==> src/rtl/ascii_to_scancode_if.sv <==
// Key-in / scan-byte-out handshake bundle for the Hack-code to PS/2 set-2 encoder.
// The slave view is the encoder itself; the master view is whatever feeds keys and sinks bytes.
interface ascii_to_scancode_if;
  logic       key_valid;
  logic       key_ready;
  logic [7:0] key_code;
  logic       scan_valid;
  logic       scan_ready;
  logic [7:0] scan_code;
  logic       unmapped;
  logic       busy;

  modport slave (
    input  key_valid, key_code, scan_ready,
    output key_ready, scan_valid, scan_code, unmapped, busy
  );

  modport master (
    output key_valid, key_code, scan_ready,
    input  key_ready, scan_valid, scan_code, unmapped, busy
  );
endinterface

==> src/rtl/ascii_to_scancode.sv <==
// Encodes one Hack keyboard code into its PS/2 set-2 make (and optionally break) byte
// sequence, streamed out one byte per valid/ready transfer with optional idle gaps.
module ascii_to_scancode #(
  parameter bit          EMIT_BREAK = 1'b1,
  parameter int unsigned GAP_CYCLES = 0
) (
  input  logic               clk,
  input  logic               reset,
  ascii_to_scancode_if.slave bus
);

  typedef enum logic [1:0] {IDLE, SEND, GAP, DROP} state_t;

  localparam logic [7:0] GAP_LAST = (GAP_CYCLES > 0) ? 8'(GAP_CYCLES - 1) : 8'd0;

  state_t     state_q, state_d;
  logic [7:0] seq_q [5];
  logic [7:0] seq_d [5];
  logic [2:0] len_q, len_d;
  logic [2:0] idx_q, idx_d;
  logic [7:0] gap_q, gap_d;

  logic       lk_hit;
  logic       lk_ext;
  logic [7:0] lk_code;

  // Inverse of the scan-code decoder table; keypad duplicates resolve to the main key.
  always_comb begin
    lk_hit  = 1'b1;
    lk_ext  = 1'b0;
    lk_code = 8'h00;
    case (bus.key_code)
      8'd9:   lk_code = 8'h0d;  8'd32:  lk_code = 8'h29;  8'd39:  lk_code = 8'h52;
      8'd42:  lk_code = 8'h7c;  8'd43:  lk_code = 8'h79;  8'd44:  lk_code = 8'h41;
      8'd45:  lk_code = 8'h4e;  8'd46:  lk_code = 8'h49;  8'd47:  lk_code = 8'h4a;
      8'd48:  lk_code = 8'h45;  8'd49:  lk_code = 8'h16;  8'd50:  lk_code = 8'h1e;
      8'd51:  lk_code = 8'h26;  8'd52:  lk_code = 8'h25;  8'd53:  lk_code = 8'h2e;
      8'd54:  lk_code = 8'h36;  8'd55:  lk_code = 8'h3d;  8'd56:  lk_code = 8'h3e;
      8'd57:  lk_code = 8'h46;  8'd58:  lk_code = 8'h4c;  8'd61:  lk_code = 8'h55;
      8'd91:  lk_code = 8'h54;  8'd92:  lk_code = 8'h5d;  8'd93:  lk_code = 8'h5b;
      8'd96:  lk_code = 8'h0e;
      8'd97:  lk_code = 8'h1c;  8'd98:  lk_code = 8'h32;  8'd99:  lk_code = 8'h21;
      8'd100: lk_code = 8'h23;  8'd101: lk_code = 8'h24;  8'd102: lk_code = 8'h2b;
      8'd103: lk_code = 8'h34;  8'd104: lk_code = 8'h33;  8'd105: lk_code = 8'h43;
      8'd106: lk_code = 8'h3b;  8'd107: lk_code = 8'h42;  8'd108: lk_code = 8'h4b;
      8'd109: lk_code = 8'h3a;  8'd110: lk_code = 8'h31;  8'd111: lk_code = 8'h44;
      8'd112: lk_code = 8'h4d;  8'd113: lk_code = 8'h15;  8'd114: lk_code = 8'h2d;
      8'd115: lk_code = 8'h1b;  8'd116: lk_code = 8'h2c;  8'd117: lk_code = 8'h3c;
      8'd118: lk_code = 8'h2a;  8'd119: lk_code = 8'h1d;  8'd120: lk_code = 8'h22;
      8'd121: lk_code = 8'h35;  8'd122: lk_code = 8'h1a;
      8'd128: lk_code = 8'h5a;  8'd129: lk_code = 8'h66;  8'd140: lk_code = 8'h76;
      8'd130: begin lk_code = 8'h6b; lk_ext = 1'b1; end
      8'd131: begin lk_code = 8'h75; lk_ext = 1'b1; end
      8'd132: begin lk_code = 8'h74; lk_ext = 1'b1; end
      8'd133: begin lk_code = 8'h72; lk_ext = 1'b1; end
      8'd134: begin lk_code = 8'h6c; lk_ext = 1'b1; end
      8'd135: begin lk_code = 8'h69; lk_ext = 1'b1; end
      8'd136: begin lk_code = 8'h7d; lk_ext = 1'b1; end
      8'd137: begin lk_code = 8'h7a; lk_ext = 1'b1; end
      8'd138: begin lk_code = 8'h70; lk_ext = 1'b1; end
      8'd139: begin lk_code = 8'h71; lk_ext = 1'b1; end
      8'd141: lk_code = 8'h05;  8'd142: lk_code = 8'h06;  8'd143: lk_code = 8'h04;
      8'd144: lk_code = 8'h0c;  8'd145: lk_code = 8'h03;  8'd146: lk_code = 8'h0b;
      8'd147: lk_code = 8'h83;  8'd148: lk_code = 8'h0a;  8'd149: lk_code = 8'h01;
      8'd150: lk_code = 8'h09;  8'd151: lk_code = 8'h78;  8'd152: lk_code = 8'h07;
      default: lk_hit = 1'b0;
    endcase
  end

  always_comb begin
    state_d = state_q;
    seq_d   = seq_q;
    len_d   = len_q;
    idx_d   = idx_q;
    gap_d   = gap_q;
    unique case (state_q)
      IDLE: begin
        if (bus.key_valid) begin
          if (!lk_hit) begin
            state_d = DROP;
          end else begin
            state_d = SEND;
            idx_d   = 3'd0;
            if (lk_ext) begin
              seq_d[0] = 8'he0;
              seq_d[1] = lk_code;
              seq_d[2] = 8'he0;
              seq_d[3] = 8'hf0;
              seq_d[4] = lk_code;
              len_d    = EMIT_BREAK ? 3'd5 : 3'd2;
            end else begin
              seq_d[0] = lk_code;
              seq_d[1] = 8'hf0;
              seq_d[2] = lk_code;
              seq_d[3] = 8'h00;
              seq_d[4] = 8'h00;
              len_d    = EMIT_BREAK ? 3'd3 : 3'd1;
            end
          end
        end
      end
      SEND: begin
        if (bus.scan_ready) begin
          if (idx_q == len_q - 3'd1) begin
            state_d = IDLE;
          end else begin
            // Index advances on the transfer so the gap can simply return to SEND.
            idx_d = idx_q + 3'd1;
            if (GAP_CYCLES > 0) begin
              state_d = GAP;
              gap_d   = GAP_LAST;
            end
          end
        end
      end
      GAP: begin
        if (gap_q == 8'd0) state_d = SEND;
        else               gap_d   = gap_q - 8'd1;
      end
      DROP: state_d = IDLE;
    endcase
  end

  always_ff @(posedge clk) begin
    if (reset) begin
      state_q <= IDLE;
      len_q   <= 3'd0;
      idx_q   <= 3'd0;
      gap_q   <= 8'd0;
      for (int i = 0; i < 5; i++) seq_q[i] <= 8'h00;
    end else begin
      state_q <= state_d;
      len_q   <= len_d;
      idx_q   <= idx_d;
      gap_q   <= gap_d;
      seq_q   <= seq_d;
    end
  end

  assign bus.key_ready  = (state_q == IDLE);
  assign bus.scan_valid = (state_q == SEND);
  assign bus.scan_code  = (state_q == SEND) ? seq_q[idx_q] : 8'h00;
  assign bus.unmapped   = (state_q == DROP);
  assign bus.busy       = (state_q != IDLE);

endmodule

==> src/flat_wrapper.sv <==
// flat-port wrapper written by rule: the top's interface ports become plain ports
module ascii_to_scancode_flat 
#(
  parameter bit          EMIT_BREAK = 1'b1,
  parameter int unsigned GAP_CYCLES = 0
)
  (clk, reset, bus_key_valid, bus_key_code, bus_scan_ready, bus_key_ready, bus_scan_valid, bus_scan_code, bus_unmapped, bus_busy);
  ascii_to_scancode_if bus_i ();
  input  logic clk;
  input  logic reset;
  input wire logic [$bits(bus_i.key_valid)-1:0] bus_key_valid;
  input wire logic [$bits(bus_i.key_code)-1:0] bus_key_code;
  input wire logic [$bits(bus_i.scan_ready)-1:0] bus_scan_ready;
  output wire logic [$bits(bus_i.key_ready)-1:0] bus_key_ready;
  output wire logic [$bits(bus_i.scan_valid)-1:0] bus_scan_valid;
  output wire logic [$bits(bus_i.scan_code)-1:0] bus_scan_code;
  output wire logic [$bits(bus_i.unmapped)-1:0] bus_unmapped;
  output wire logic [$bits(bus_i.busy)-1:0] bus_busy;
  assign bus_i.key_valid = bus_key_valid;
  assign bus_i.key_code = bus_key_code;
  assign bus_i.scan_ready = bus_scan_ready;
  assign bus_key_ready = bus_i.key_ready;
  assign bus_scan_valid = bus_i.scan_valid;
  assign bus_scan_code = bus_i.scan_code;
  assign bus_unmapped = bus_i.unmapped;
  assign bus_busy = bus_i.busy;
  ascii_to_scancode #(.EMIT_BREAK(EMIT_BREAK), .GAP_CYCLES(GAP_CYCLES)) u_core (.clk(clk), .reset(reset), .bus(bus_i));
endmodule
==> config.mk <==
export PLATFORM = sky130hd
export DESIGN_NAME = ascii_to_scancode_flat
export DESIGN_NICKNAME = d
export VERILOG_FILES = /design/src/rtl/ascii_to_scancode_if.sv /design/src/rtl/ascii_to_scancode.sv /design/src/flat_wrapper.sv
export SDC_FILE = /design/constraint.sdc
export NUM_CORES = 1
export LEC_CHECK = 0
export CELL_PAD_IN_SITES_DETAIL_PLACEMENT = 0
export CELL_PAD_IN_SITES_GLOBAL_PLACEMENT = 2
export CORE_MARGIN = 2
export CORE_UTILIZATION = 36
export CTS_BUF_LIST = sky130_fd_sc_hd__clkbuf_16
export CTS_CLUSTER_DIAMETER = 30
export DETAILED_ROUTE_END_ITERATION = 8
export PLACE_DENSITY_LB_ADDON = 0.08
export SLEW_MARGIN = 20
export SYNTH_ARGS = -nofsm -noshare
export SYNTH_HDL_FRONTEND = slang
export SYNTH_SLANG_ARGS = --single-unit
==> constraint.sdc <==
create_clock -name clk -period 4.3 [get_ports clk]
set_clock_uncertainty 0.05 [all_clocks]
set_input_delay 0.86 -clock clk [delete_from_list [all_inputs] [get_ports clk]]
set_output_delay 0.86 -clock clk [all_outputs]
set_load 0.005 [all_outputs]
==> flow_metrics.tcl, run 1 <==
set metrics [dict create \
    hold_viol_final 0 \
    die_x_microns 99.6 \
    ioPinCount 24 \
    postCtsSetupBuffers 0 \
    seq_area_sq_um 721 \
    routabilityCongestion 0.975 \
    port_buffers 23 \
    grt_usage_pct 22.7 \
    ys_seq_area_share_pct 21.9 \
    layout-drive-gt1-share_pct 15.0 \
    cts_resized 0 \
    drt-total-wl_microns 11100 \
    multi_input_area_sq_um 2290 \
    numClockSinks 36 \
    fin_cells 628 \
    synth_edf_count 0 \
    diodes 0 \
    core_area_sq_um 8810 \
    clock_latency_ns 0.27 \
    placed_cells 621 \
    fin_setup_tns_ns 0 \
    crit_type "in2reg" \
    ant_nets 0 \
    die_area_sq_um 9920 \
    antenna_found_initial 0 \
    syn_area_sq_um 3290 \
    dr.pass1.iters 5 \
    cts-htree-levels 2 \
    min_to "u_core.seq_q[30]" \
    r2r_cells 6 \
    clk_pin_slew_ns 0.05 \
    p_total_w 0.000946 \
    synthCells 477 \
    dpl_cell_area_sq_um 3940 \
    grt_pass1_wl_microns 18300 \
    yosys.area.top_type "dfxtp_1" \
    synth.area.top_cells "dfxtp_1 (22%), a21oi_1 (7.0%), nor2_1 (5.4%)" \
    avgSynthCellArea_sq_um 6.90 \
    start_kind "primary input" \
    hold_start "u_core.seq_q[30]" \
    routed-via-count 3787 \
    crit_fanout 22 \
    place_ws_ns 0.297 \
    cts_buffer_depth 2 \
    rsz0062_at_grt "no" \
    yosys_register_bits 36 \
    stdcell_area_sq_um 4070 \
    reg2reg_slack_ns 2.20 \
    initial_core_util_pct 37.4 \
    vdd_ir_drop_max_uv 127 \
    report.final.slew_viol_count 0 \
    finalSetupViolations 0 \
    yosysMostFrequentCell "nor2_1" \
    nNetsFinal 535 \
    fillers 893 \
    grt_max_degree 36 \
    die_y_microns 99.6 \
    ys_warn_count 0 \
    arrival_ns 3.84 \
    setup_slack_ns 0.579 \
    path_cells "clkdlybuf4s50_1 -> nor4bb_4 -> a221o_1 -> a211o_1 -> or4b_4 -> o31ai_4 -> buf_8 -> nand3_1 -> o41ai_1" \
    drc 0 \
    rows 34 \
    min_period_ns 3.72 \
    power_density_nw_per_um2 233 \
    syn_nets 492 \
    syn2layout_area_growth_pct 23.7 \
    dp_hpwl_microns 8390 \
    r2r_start "u_core.idx_q[2]" \
    via_per_inst 6.03 \
    postCtsHoldBufs 0 \
    async_flop_share_pct 0 \
    finalCritPeriodShare_pct 86.5 \
    p_leak_nw 1.50 \
    crit_path_end_kind "flip-flop" \
    min_path_type "reg2reg" \
    cts_root_buf "clkbuf_16" \
    synth_commonest_cells "nor2_1 (47), a21oi_1 (46), dfxtp_1 (36)" \
    wl_per_cell_microns 17.7 \
    worstReg2RegEnd "u_core.idx_q[2]" \
    synth_top_flop_cell "dfxtp_1" \
    outcome "completed" \
    maxCapViolCount 0 \
    grt_overflow 0 \
    grt_pass1_vias 3647 \
    fmaxAchievable_mhz 269 \
    critPathMaxStageDelay_ns 0.57 \
    tightest_slew_ns 0.884 \
    cts_buffers 5 \
    crit_required_ns 4.42 \
    ys_types 68 \
    crit_slowest_cell "clkdlybuf4s50_1" \
    slew_headroom_pct 40.9 \
    drt_iter0_markers 190 \
    cts_tree "yes" \
    hold_depth 2 \
    synth_top_area_share_pct 21.9 \
]
## kinds of logic after synthesis
logic type	Yosys count	share of synthesized area [%]
compound gates	141	28.1
fa+ha+maj	3	1.14
simple gates	219	37.1
xor+xnor	10	2.66
buf+inv	67	8.79
mux	1	0.304
flops	36	21.9
## critical path, delay by kind of cell
kind / cells / cell delay, ns
buf+inv: 2 / 0.82
compound gates: 4 / 1.23
simple gates: 3 / 0.92
## through the flow
step                      hold slack (ns)  util (%)
final                               0.407      46.2
after detailed placement            0.401      44.7
after global placement              0.390      44.4
after global routing                0.427      46.2
after CTS                           0.409      46.2
after floorplan                     0.376         -
## area by class of cell
class,instances,area share (%)
sequential,36,17.7
inverter,17,1.57
tap,108,3.32
timing repair buffer,86,17.8
clock buffer,5,3.08
clock inverter,2,0.185
multi-input combinational,374,56.4
## worst max-delay path by stage
stage / from / end / cells past startpoint
2_1_floorplan: bus_key_code[7] / u_core.seq_q[1] / 9
3_3_place_gp: bus_key_code[7] / u_core.seq_q[31] / 8
3_5_place_dp: bus_key_code[7] / u_core.seq_q[4] / 9
4_1_cts: bus_key_code[7] / u_core.seq_q[6] / 9
5_1_grt: bus_key_code[7] / u_core.seq_q[1] / 10
6_report: bus_key_code[7] / u_core.seq_q[2] / 9
## layout by cell type (no fill, tap or decap), drive strengths merged, types with 8 or more instances in the layout
| master | instances |
|---|---|
| nor2b | 15 |
| buf | 63 |
| a21oi | 46 |
| nand3 | 30 |
| nor3 | 17 |
| dfxtp | 36 |
| o41ai | 8 |
| nand2b | 13 |
| clkdlybuf4s50 | 23 |
| inv | 17 |
| nor2 | 47 |
| o21ai | 27 |
| nand2 | 33 |
## power breakdown
part / switching, W / total (W) / internal (W)
clock: 0.000126 / 0.000333 / 0.000207
sequential: 0.0000111 / 0.000358 / 0.000346
combinational: 0.000147 / 0.000256 / 0.000109
## sequential cells by signal, indices dropped and copies added (netlist names)
register        cells
u_core.seq_q       21
u_core.gap_q        8
u_core.idx_q        3
u_core.len_q        2
u_core.state_q      2
## routing by layer
layer,GRT usage [%],vias to the layer above,part of all wire [%]
met2,39.3,160,47
met5,0,-,0
met3,3.72,58,5.3
met1,26.7,1719,42
met4,12.1,0,5.6
li1,-,1850,-
Power figures use the tool's default switching activity.
==> run 2, diff against run 1 <==
Settings changed: ABC_CLOCK_PERIOD_IN_PS set to 4530.
Clock period 4.3 ns to 4.53 ns, I/O delays scaled along.
==> flow_metrics.tcl, run 2 (synthesized netlist as in run 1, its figures left out) <==
set metrics [dict create \
    cts_root_buf "clkbuf_16" \
    start_kind "primary input" \
    min_period_ns 3.89 \
    r2r_cells 6 \
    clk_pin_slew_ns 0.05 \
    cts_tree "yes" \
    p_int_w 0.000612 \
    hold_start "u_core.seq_q[30]" \
    p_switching_w 0.000267 \
    crit_path_end_kind "flip-flop" \
    drc 0 \
    drt_iter0_markers 149 \
    antenna_found_initial 0 \
    layout-drive-gt1-share_pct 8.88 \
    rsz0062_at_grt "no" \
    outcome "completed" \
    largest_register_ffs 21 \
    arrival_ns 4.01 \
    die_y_microns 99.6 \
    min_path_type "reg2reg" \
    tightest_slew_ns 0.805 \
    vdd_ir_drop_max_uv 155 \
    grt_overflow 0 \
    swShare_pct 30.4 \
    port_buffers 23 \
    cts_buffers 5 \
    fmaxAchievable_mhz 257 \
    hold_depth 2 \
    fin_setup_tns_ns 0 \
    via_per_inst 6.16 \
    p_clk_share_pct 35.8 \
    grt_max_degree 35 \
    crit_type "in2reg" \
    initial_core_util_pct 37.4 \
    ant_nets 0 \
    die_x_microns 99.6 \
    fillers 933 \
    seq_area_sq_um 721 \
    postCtsSetupBuffers 0 \
    multi_input_area_sq_um 2290 \
    wl_per_cell_microns 18.5 \
    grt_pass1_wl_microns 18200 \
    mostFrequentLayoutCells "nor2_1 (47), a21oi_1 (46), dfxtp_1 (36), nand2_1 (33), nand3_1 (30)" \
    finalCritPeriodShare_pct 85.8 \
    finalSetupViolations 0 \
    postCtsHoldBufs 0 \
    path_cells "clkdlybuf4s50_1 -> nand4bb_1 -> o32ai_1 -> a211o_1 -> or4b_4 -> o31ai_4 -> buf_12 -> nor2_1 -> a211oi_1" \
    reg2reg_slack_ns 2.42 \
    crit_fanout 34 \
    diodes 0 \
    report.final.slew_viol_count 0 \
    maxCapViolCount 0 \
    combPwrFrac_pct 25.6 \
    dr.pass1.iters 5 \
    grt_usage_pct 22.7 \
    nNetsFinal 501 \
    min_to "u_core.seq_q[30]" \
    clock_latency_ns 0.28 \
    slew_headroom_pct 46.2 \
    layout_commonest_cell "nor2_1" \
    regMostFlops "u_core.seq_q" \
    crit_required_ns 4.65 \
    r2r_start "u_core.idx_q[2]" \
    crit_slowest_cell "clkdlybuf4s50_1" \
    drt-total-wl_microns 10900 \
    hold_viol_final 0 \
    power_density_nw_per_um2 232 \
    critPathMaxStageDelay_ns 0.84 \
    stdcell_area_sq_um 3790 \
    cts-htree-levels 2 \
    cts_buffer_depth 2 \
    ioPinCount 24 \
    cts_resized 0 \
    routabilityCongestion 0.968 \
    core_area_sq_um 8810 \
    reg.largest.list "u_core.seq_q: 21 flops, u_core.gap_q: 8 flops, u_core.idx_q: 3 flops" \
    dp_hpwl_microns 8020 \
    dpl_cell_area_sq_um 3670 \
    seqPwrFrac_pct 38.6 \
    p_leak_nw 1.34 \
    worstReg2RegEnd "u_core.idx_q[2]" \
    routed-via-count 3647 \
    numClockSinks 36 \
    rows 34 \
    die_area_sq_um 9920 \
    grt_pass1_vias 3497 \
    syn2layout_area_growth_pct 15.3 \
]
==> run 2: cell count changes in the layout (fill, tap and decap cells not counted), sizes merged <==
| cell | before | now |
|---|---|---|
| buf | 63 | 29 |
| clkinv | 2 | 0 |
==> run 2: area by class of cell <==
type | count | area share, %
well taps | 108 | 3.56
flip-flops and latches | 36 | 19.0
clock buffers | 5 | 3.30
multi-input cells | 374 | 60.3
repair buffers | 52 | 12.1
inverters | 17 | 1.68
==> run 2: power groups by stage <==
| stage | sequential [W] | combinational, W | clock [W] |
|---|---|---|---|
| 2_1_floorplan | 0.000340 | 0.000154 | 0 |
| 3_3_place_gp | 0.000346 | 0.000223 | 0 |
| 6_report | 0.000339 | 0.000225 | 0.000314 |
| 3_5_place_dp | 0.000346 | 0.000222 | 0 |
| 4_1_cts | 0.000339 | 0.000222 | 0.000321 |
| 5_1_grt | 0.000341 | 0.000248 | 0.000335 |
==> run 2: stage by stage <==
step           power [W]  utilization, %  hold WS, ns  instances  worst slack, ns
2_1_floorplan   0.000494               -        0.376        477             1.35
3_3_place_gp    0.000569            41.6        0.388        587            0.499
3_5_place_dp    0.000568            41.6        0.395        587            0.431
4_1_cts         0.000883            43.1        0.404        592            0.695
5_1_grt         0.000924            43.1        0.428        592            0.472
6_report        0.000878            43.1        0.400        592            0.644
==> run 2: worst max-delay path by stage <==
stage,slack [ns],from,to,cells past startpoint
floorplan,1.35,bus_key_code[7],u_core.seq_q[1],9
global placement,0.50,bus_key_code[7],u_core.len_q[1],9
detailed placement,0.43,bus_key_code[7],u_core.len_q[1],9
CTS,0.69,bus_key_code[7],u_core.len_q[1],9
global route,0.47,bus_key_code[7],u_core.len_q[1],9
finish,0.64,bus_key_code[7],u_core.len_q[1],9
==> run 2: metal layers <==
layer	share of wire (%)	vias up	routed length [microns]	GRT usage [%]
li1	-	1769	-	-
met1	42	1646	4640	28.0
met2	46	177	5020	36.7
met3	6.0	55	660	3.09
met4	5.7	0	622	15.1
met5	0	-	0	0
==> run 2: worst max-delay path: cells and delay by family <==
| kind | cells | cell delay [ns] |
|---|---|---|
| compound gates | 4 | 0.97 |
| simple gates | 3 | 1.07 |
| buf+inv | 2 | 1.06 |
